### config.mk
export PLATFORM = sky130hd
export DESIGN_NAME = systolic_feeder_flat
export DESIGN_NICKNAME = d
export VERILOG_FILES = /design/src/rtl/systolic_feeder_if.sv /design/src/rtl/systolic_feeder.sv /design/src/flat_wrapper.sv
export SDC_FILE = /design/constraint.sdc
export NUM_CORES = 1
export LEC_CHECK = 0
export CORE_MARGIN = 2
export CORE_UTILIZATION = 47
export DETAILED_ROUTE_END_ITERATION = 12
export GPL_ROUTABILITY_DRIVEN = 0
export GPL_TIMING_DRIVEN = 0
export PLACE_DENSITY = 0.86
export SETUP_SLACK_MARGIN = 0.02
export SYNTH_ARGS = -nofsm -noshare
export SYNTH_HDL_FRONTEND = slang
export SYNTH_SLANG_ARGS = --single-unit
### constraint.sdc
create_clock -name clock -period 3.1 [get_ports clock]
set_clock_uncertainty 0.15 [all_clocks]
set_input_delay 0.465 -clock clock [delete_from_list [all_inputs] [get_ports clock]]
set_output_delay 0.465 -clock clock [all_outputs]
set_load 0.005 [all_outputs]
### src/rtl/systolic_feeder_if.sv
// Handshake and array-control bundle between an upstream tile source and the
// systolic feeder; the feeder takes the slave side.
interface systolic_feeder_if #(
  parameter int WIDTH = 32,
  parameter int N     = 4,
  parameter int KW    = 16
);
  logic               start;
  logic [KW-1:0]      k_len;
  logic               in_valid;
  logic               in_ready;
  logic [N*WIDTH-1:0] in_data;
  logic [N*WIDTH-1:0] in_weight;
  logic [N*WIDTH-1:0] data_out;
  logic [N*WIDTH-1:0] weight_out;
  logic               pe_clear;
  logic               pe_load;
  logic               busy;
  logic               done;

  modport master (
    output start, k_len, in_valid, in_data, in_weight,
    input  in_ready, data_out, weight_out, pe_clear, pe_load, busy, done
  );

  modport slave (
    input  start, k_len, in_valid, in_data, in_weight,
    output in_ready, data_out, weight_out, pe_clear, pe_load, busy, done
  );
endinterface

### src/rtl/systolic_feeder.sv
// Input sequencer for an NxN systolic array: skews lane i by i cycles, drives
// the broadcast clear/load controls and flushes zeros before signalling done.
module systolic_feeder #(
  parameter int WIDTH = 32,
  parameter int N     = 4,
  parameter int KW    = 16
) (
  input  logic              clock,
  input  logic              reset,
  systolic_feeder_if.slave  bus
);

  localparam int FW = $clog2(2 * N);
  localparam logic [FW-1:0] FLUSH_LAST = FW'(2 * N - 2);

  typedef enum logic [2:0] {
    ST_IDLE,
    ST_CLEAR,
    ST_STREAM,
    ST_FLUSH,
    ST_DONE
  } state_t;

  state_t        r_state;
  logic [KW-1:0] r_k_len;
  logic [KW-1:0] r_beat_cnt;
  logic [FW-1:0] r_flush_cnt;

  logic w_accept;
  logic w_skew_clr;

  assign w_accept   = bus.in_valid && (r_state == ST_STREAM);
  assign w_skew_clr = (r_state == ST_CLEAR);

  always_ff @(posedge clock) begin
    if (reset) begin
      r_state     <= ST_IDLE;
      r_k_len     <= '0;
      r_beat_cnt  <= '0;
      r_flush_cnt <= '0;
    end else begin
      case (r_state)
        ST_IDLE: begin
          if (bus.start) begin
            r_k_len    <= bus.k_len;
            r_beat_cnt <= '0;
            r_state    <= ST_CLEAR;
          end
        end
        ST_CLEAR: begin
          r_flush_cnt <= '0;
          r_state     <= (r_k_len == '0) ? ST_DONE : ST_STREAM;
        end
        ST_STREAM: begin
          if (w_accept) begin
            r_beat_cnt <= r_beat_cnt + KW'(1);
            if (r_beat_cnt + KW'(1) == r_k_len) begin
              r_flush_cnt <= '0;
              r_state     <= ST_FLUSH;
            end
          end
        end
        ST_FLUSH: begin
          if (r_flush_cnt == FLUSH_LAST) begin
            r_state <= ST_DONE;
          end else begin
            r_flush_cnt <= r_flush_cnt + FW'(1);
          end
        end
        ST_DONE: r_state <= ST_IDLE;
        default: r_state <= ST_IDLE;
      endcase
    end
  end

  // Lane gi: gi delay stages followed by the shared output register stage.
  genvar gi;
  generate
    for (gi = 0; gi < N; gi++) begin : g_lane
      logic [WIDTH-1:0] w_d_in;
      logic [WIDTH-1:0] w_w_in;
      logic [WIDTH-1:0] r_d_out;
      logic [WIDTH-1:0] r_w_out;

      assign w_d_in = w_accept ? bus.in_data[gi*WIDTH +: WIDTH]   : '0;
      assign w_w_in = w_accept ? bus.in_weight[gi*WIDTH +: WIDTH] : '0;

      if (gi == 0) begin : g_direct
        always_ff @(posedge clock) begin
          if (reset || w_skew_clr) begin
            r_d_out <= '0;
            r_w_out <= '0;
          end else begin
            r_d_out <= w_d_in;
            r_w_out <= w_w_in;
          end
        end
      end else begin : g_chain
        logic [WIDTH-1:0] r_d_dly [gi];
        logic [WIDTH-1:0] r_w_dly [gi];

        always_ff @(posedge clock) begin
          if (reset || w_skew_clr) begin
            for (int j = 0; j < gi; j++) begin
              r_d_dly[j] <= '0;
              r_w_dly[j] <= '0;
            end
            r_d_out <= '0;
            r_w_out <= '0;
          end else begin
            r_d_dly[0] <= w_d_in;
            r_w_dly[0] <= w_w_in;
            for (int j = 1; j < gi; j++) begin
              r_d_dly[j] <= r_d_dly[j-1];
              r_w_dly[j] <= r_w_dly[j-1];
            end
            r_d_out <= r_d_dly[gi-1];
            r_w_out <= r_w_dly[gi-1];
          end
        end
      end

      assign bus.data_out[gi*WIDTH +: WIDTH]   = r_d_out;
      assign bus.weight_out[gi*WIDTH +: WIDTH] = r_w_out;
    end
  endgenerate

  assign bus.in_ready = (r_state == ST_STREAM);
  assign bus.pe_clear = (r_state == ST_CLEAR);
  assign bus.pe_load  = (r_state == ST_IDLE) || (r_state == ST_DONE);
  assign bus.busy     = (r_state != ST_IDLE);
  assign bus.done     = (r_state == ST_DONE);

endmodule

### src/flat_wrapper.sv
// flat-port wrapper written by rule: the top's interface ports become plain ports
module systolic_feeder_flat 
#(
  parameter int WIDTH = 32,
  parameter int N     = 4,
  parameter int KW    = 16
)
  (clock, reset, bus_start, bus_k_len, bus_in_valid, bus_in_data, bus_in_weight, bus_in_ready, bus_data_out, bus_weight_out, bus_pe_clear, bus_pe_load, bus_busy, bus_done);
  systolic_feeder_if #(.WIDTH(WIDTH), .N(N), .KW(KW)) bus_i ();
  input  logic clock;
  input  logic reset;
  input wire logic [$bits(bus_i.start)-1:0] bus_start;
  input wire logic [$bits(bus_i.k_len)-1:0] bus_k_len;
  input wire logic [$bits(bus_i.in_valid)-1:0] bus_in_valid;
  input wire logic [$bits(bus_i.in_data)-1:0] bus_in_data;
  input wire logic [$bits(bus_i.in_weight)-1:0] bus_in_weight;
  output wire logic [$bits(bus_i.in_ready)-1:0] bus_in_ready;
  output wire logic [$bits(bus_i.data_out)-1:0] bus_data_out;
  output wire logic [$bits(bus_i.weight_out)-1:0] bus_weight_out;
  output wire logic [$bits(bus_i.pe_clear)-1:0] bus_pe_clear;
  output wire logic [$bits(bus_i.pe_load)-1:0] bus_pe_load;
  output wire logic [$bits(bus_i.busy)-1:0] bus_busy;
  output wire logic [$bits(bus_i.done)-1:0] bus_done;
  assign bus_i.start = bus_start;
  assign bus_i.k_len = bus_k_len;
  assign bus_i.in_valid = bus_in_valid;
  assign bus_i.in_data = bus_in_data;
  assign bus_i.in_weight = bus_in_weight;
  assign bus_in_ready = bus_i.in_ready;
  assign bus_data_out = bus_i.data_out;
  assign bus_weight_out = bus_i.weight_out;
  assign bus_pe_clear = bus_i.pe_clear;
  assign bus_pe_load = bus_i.pe_load;
  assign bus_busy = bus_i.busy;
  assign bus_done = bus_i.done;
  systolic_feeder #(.WIDTH(WIDTH), .N(N), .KW(KW)) u_core (.clock(clock), .reset(reset), .bus(bus_i));
endmodule
Word-level counts from Yosys, hierarchy flattened
Memories as Yosys holds them, arrays and structs flattened. A register that Yosys moved wholly into a read port is not among the register bits.
Index checks and enable logic that the tools add are counted.

storage, ports and cells
  memories = 6
  bits in writable memories = 384
  output and inout bits = 261
  flip-flop bits (word level) = 102
  word-level logic and storage cells = 87

operators by class
  bitwise logic cells = 11
  eq/ne operators = 11
  $add $sub $neg = 2
  muxes and demuxes = 36
  reductions and logical operators = 15

memory list
  memory                            words  width  rd ports  clocked after Yosys merged registers in  wr ports  line                    source
  u_core.g_lane[3].g_chain.r_d_dly  3      32     3         1                                        3         systolic_feeder.sv:99   logic [WIDTH-1:0] r_d_dly [gi];
  u_core.g_lane[3].g_chain.r_w_dly  3      32     3         1                                        3         systolic_feeder.sv:100  logic [WIDTH-1:0] r_w_dly [gi];
  u_core.g_lane[2].g_chain.r_d_dly  2      32     2         1                                        2         systolic_feeder.sv:99
  u_core.g_lane[2].g_chain.r_w_dly  2      32     2         1                                        2         systolic_feeder.sv:100
  u_core.g_lane[1].g_chain.r_d_dly  1      32     1         1                                        1         systolic_feeder.sv:99
  u_core.g_lane[1].g_chain.r_w_dly  1      32     1         1                                        1         systolic_feeder.sv:100

operators with widths
  cell                     number
  $mux W32                 18
  $reduce_or A32 Y1        2
  $mux W16                 2
  $pmux W16 S2             1
  $mux W3                  8
  $add A16 B1 Y16 const B  1
  $eq A16 B16 Y1           1
  $logic_not A16 Y1        1
  $pmux W3 S4              1
  $or A1 B1 Y1             10
  $pmux W3 S3              1
  $reduce_and A4 Y1        2
  $eq A3 B2 Y1 const B     2
  $eq A3 B3 Y1 const B     2
  $ne A2 B1 Y1 const B     3
  $reduce_bool A3 Y1       2
  $mux W1                  5
  $ne A2 B2 Y1 const B     2
  $add A3 B1 Y3 const B    1
  $eq A3 B1 Y1 const B     1
  $logic_not A3 Y1         1
  $reduce_and A3 Y1        1
  $logic_or A1 B1 Y1       2
  $reduce_and A2 Y1        1
  other kinds (4)          4

Logic depth before layout (Yosys ltp)
Gate-level depths: netlist (run 1).

  depth after elaboration = 5
  gate-level depth with buffers = 9

Least setup slack after synthesis (run 1)
Ideal clock, no wire load.

  path kind = register to register
  from = register u_core.r_beat_cnt[3]
  to = register u_core.r_flush_cnt[0]
  clock period less this slack = 2426 ps
  arrival = 2161 ps
  cell stages (with the launch flop) = 8
  path slack = 674 ps
  cell sequence = dfxtp_1 buf_4 nand4_2 or4_4 o41a_1 a2111oi_2 a21oi_1 a31o_1

on the way
  cells in the longest elaborated chain, start to end = 4

ends and longest elaborated chain
  item                         line                   source
  start: declaration           systolic_feeder.sv:26  logic [KW-1:0] r_beat_cnt;
  start signal: assignment     systolic_feeder.sv:56  r_beat_cnt <= r_beat_cnt + KW'(1);
  $add A16 B1 Y16              systolic_feeder.sv:57  if (r_beat_cnt + KW'(1) == r_k_len) begin
  $eq A16 B16 Y1               systolic_feeder.sv:57
  $ne A2 B1 Y1 (no line)       --
  $reduce_and A4 Y1 (no line)  --
  end signal: assignment       systolic_feeder.sv:67  r_flush_cnt <= r_flush_cnt + FW'(1);
  end: declaration             systolic_feeder.sv:27  logic [FW-1:0] r_flush_cnt;

No other way between the ends.
A chain may end at the register's enable or synchronous reset.

Worst setup path after layout (run 1)
  from = register u_core.r_state[2]
  to = register u_core.g_lane[0].r_d_out[30]

on the way
  cells in the longest elaborated chain, start to end = 4
  elaborated cells between the ends (all ways) = 6
  those cells by class = eq/ne (2); bitwise (1); reduce/logical (3)

ends and longest elaborated chain
  item                            line                   source
  start: declaration              systolic_feeder.sv:24  state_t r_state;
  start signal: assignment        systolic_feeder.sv:52  r_state <= (r_k_len == '0) ? ST_DONE : ST_STREAM;
  $eq A3 B2 Y1                    systolic_feeder.sv:32  assign w_accept = bus.in_valid && (r_state == ST_STREAM);
  $logic_and A1 B1 Y1             systolic_feeder.sv:32
  $not A1 Y1 (no line)            --
  $reduce_or A2 Y1 (no line) (*)  --
  end signal: assignment          systolic_feeder.sv:94  r_d_out <= w_d_in;
  end: declaration                systolic_feeder.sv:82  logic [WIDTH-1:0] r_d_out;

Every way passes the cells marked *; elsewhere a longest branch is shown, timed or not.

==> results of run 1 <==
==> synthesized netlist by cell type (7+ instances only) <==
| library cell | count |
|---|---|
| a31oi_1 | 8 |
| and2_1 | 387 |
| clkbuf_1 | 111 |
| a21oi_1 | 30 |
| o21ai_0 | 11 |
| dfxtp_1 | 678 |
| nand2_1 | 52 |
| xor2_1 | 11 |
| nor3_1 | 15 |
| nor4_1 | 7 |
| xnor2_1 | 13 |
| nor2_1 | 29 |
| and3_1 | 260 |
==> routing by layer <==
metal | vias to the layer above | part of all wire | GRT usage
met3 | 121 | 0.073 | 0.0625
met2 | 594 | 0.51 | 0.442
li1 | 6640 | - | -
met1 | 6479 | 0.37 | 0.255
met4 | 2 | 0.041 | 0.113
met5 | - | 0.00024 | 0
==> worst max-delay path, delay by kind of cell (launching register included) <==
kind / cells / cell delay (ns)
AND/OR/NAND/NOR: 4 / 1.14
buffers and inverters: 2 / 1.06
flip-flops: 1 / 0.48
==> final timing paths <==
kind,end,depth (start not counted)
setup / recovery,u_core.g_lane[0].r_d_out[30]$_SDFF_PP0_,6
hold / removal,u_core.g_lane[1].r_w_out[18]$_SDFF_PP0_,1
setup reg to reg,u_core.g_lane[0].r_d_out[30]$_SDFF_PP0_,6
hold reg to reg,u_core.g_lane[1].r_w_out[18]$_SDFF_PP0_,1
==> logic make-up (layout without fill, tap and decap cells) <==
logic type,Yosys count,after routing,synth area share
compound gates,69,69,0.0225
xor+xnor,24,24,0.0108
fa+ha+maj,3,3,0.00194
buf+inv,124,775,0.0246
flops,678,678,0.700
mux,1,1,0.000516
other cells,0,10,0
simple gates,773,773,0.239
==> power by group <==
part	internal, mW	switching [mW]
Combinational	0.586	0.725
Clock	4.51	3.36
Sequential	8.85	0.0627
==> per-stage QoR <==
stage | hold WS [ns] | std cells | area, um^2 | power, mW
global route | 0.270 | 2862 | 27600 | 18.7
finish | 0.259 | 2865 | 27600 | 18.1
global placement | 0.257 | 2740 | 25400 | 10.4
floorplan | 0.256 | 1672 | 19400 | 9.62
CTS | 0.249 | 2855 | 27600 | 18.2
detailed placement | 0.260 | 2740 | 25400 | 10.4
==> sequential cells by signal, indices dropped and copies added (netlist names) <==
register and count:
u_core.g_lane.g_chain.r_d_dly 192, u_core.g_lane.g_chain.r_w_dly 192, u_core.g_lane.r_d_out 128, u_core.g_lane.r_w_out 128, u_core.r_beat_cnt 16, u_core.r_k_len 16, u_core.r_flush_cnt 3, u_core.r_state 3
==> layout make-up <==
cell class                      count  area (um^2)  area share
Antenna cell                       10         25.0    0.000906
Sequential cell                   678        13600       0.491
Clock inverter                     23          279      0.0101
Inverter                            6         22.5    0.000815
Timing Repair Buffer              536         5370       0.194
Buffer                            117          458      0.0166
Tap cell                          532          666      0.0241
Multi-Input combinational cell    870         5340       0.193
Clock buffer                       93         1890      0.0685
==> timing repair <==
action                     4_1_cts  5_1_grt
resized for setup                5        4
pin swaps                        0        0
setup endpoints to repair      530       20
buffers inserted                 0        0
==> metrics.cfg, run 1 <==
[sta]
fin_crit_ns = 2.92
fmax_mhz = 342
setup_viol = 0
slew_headroom = 0.470
fin_crit_sh = 0.943
rsz0062_at_grt = no
layout_setup_ws_ns = 0.176
hold_viol = 0
setup-tns-final_ns = 0
tightest_slew_ns = 0.796
slew_viol_final = 0

[detailed_routing]
finalWirelength_um = 53100
first_iter_violations = 608
viasPerCell = 4.83
firstDrtPassIters = 5
drtAntennaViolNets = 0
drc_errors = 0
vias = 13800
wl_per_cell_um = 18.5

[min_path]
hp-class = flop to flop
worstHoldStart = u_core.g_lane[1].g_chain.r_w_dly[0][18]$_SDFF_PP0_

[synth]
syn_nets = 1951
syn-cell-area_um2 = 19400
synth_cell_types = 43
synth_seq_cells = 678
yosysWarnings = 0
async_flop_share = 0
synth_top_area_cell = dfxtp_1
syn_inst = 1672
ys_seq_area_frac = 0.700
synth_edf_count = 0
synthFlopType = dfxtp_1
synth.avg_cell_area_um2 = 11.6
synth_top_cell_area_share = 0.700
ys_top_cells_by_area = dfxtp_1 (70%), and2_1 (12%), and3_1 (8.4%), clkbuf_1 (2.1%), nand2_1 (1.0%)

[setup_path]
path_cells = nand2b_1 > nor2_1 > nor2_2 > clkbuf_1 > clkbuf_1 > and3_1
cp_data_arrival_time_ns = 3.27
timing.rr.start = u_core.r_state[2]$_SDFFE_PP0P_
path_class = flop to flop
reg2reg_setup_slack_ns = 0.18
crit_slowest_cell = clkbuf_1
cp-end-kind = flop
critPathLaunch = u_core.r_state[2]$_SDFFE_PP0P_
startpoint_type = flop
crit_top_cell = clkbuf_1
critPathRequiredTime_ns = 3.45
cpPeakStageDelay_ns = 0.66
crit_fanout = 10

[floorplanning]
core-area_um2 = 40700
fp-row-count = 74
die_area_um2 = 42900
initial_core_util = 0.476
die_y_um = 207
pin_count = 537
die_width_um = 207

[grt]
grt_max_degree = 16
grt_usage = 0.240
globalRouteOverflowTotal = 0
grt_pass1_wl_um = 79800
antenna_found_initial = 11
grt_pass1_vias = 14500

[layout]
fin_util = 0.678
areaGrowthSynthToFinish_pct = 42.5
final_cell_mix = dfxtp_1 (678), clkdlybuf4s50_1 (536), and2_1 (387)
fill_cells = 2790
drive_above_1_share = 0.0517
mostFrequentLayoutCell = dfxtp_1
nets = 2554

[clock_network]
cts_inserted_buffers = 66
cts_tree = yes
cts.sinks = 678
clk_path_buf_depth = 3
cts_hold_buf = 0
clkTransAtPathRegs_ns = 0.06
cts_max_level = 3
cts-root-buf = clkbuf_16
clk_latency_ns = 0.59

[power]
p_leak_nw = 11.8
p_per_area_nw_per_um2 = 656
peakVddDrop_v = 0.000489

[outcome]
status = finished clean

[place]
pre_cts_slack_ns = -0.652
dp_hpwl_um = 38500
port_buffers = 536

[job]
cap_violations = 0

Note: power is estimated with default switching activity, not from simulation.
==> run 2, diff against run 1 <==
SKIP_LAST_GASP = 1   (was default)
==> results of run 2 <==
Same layout as run 1: the final DEF is identical, and so are final timing and power.
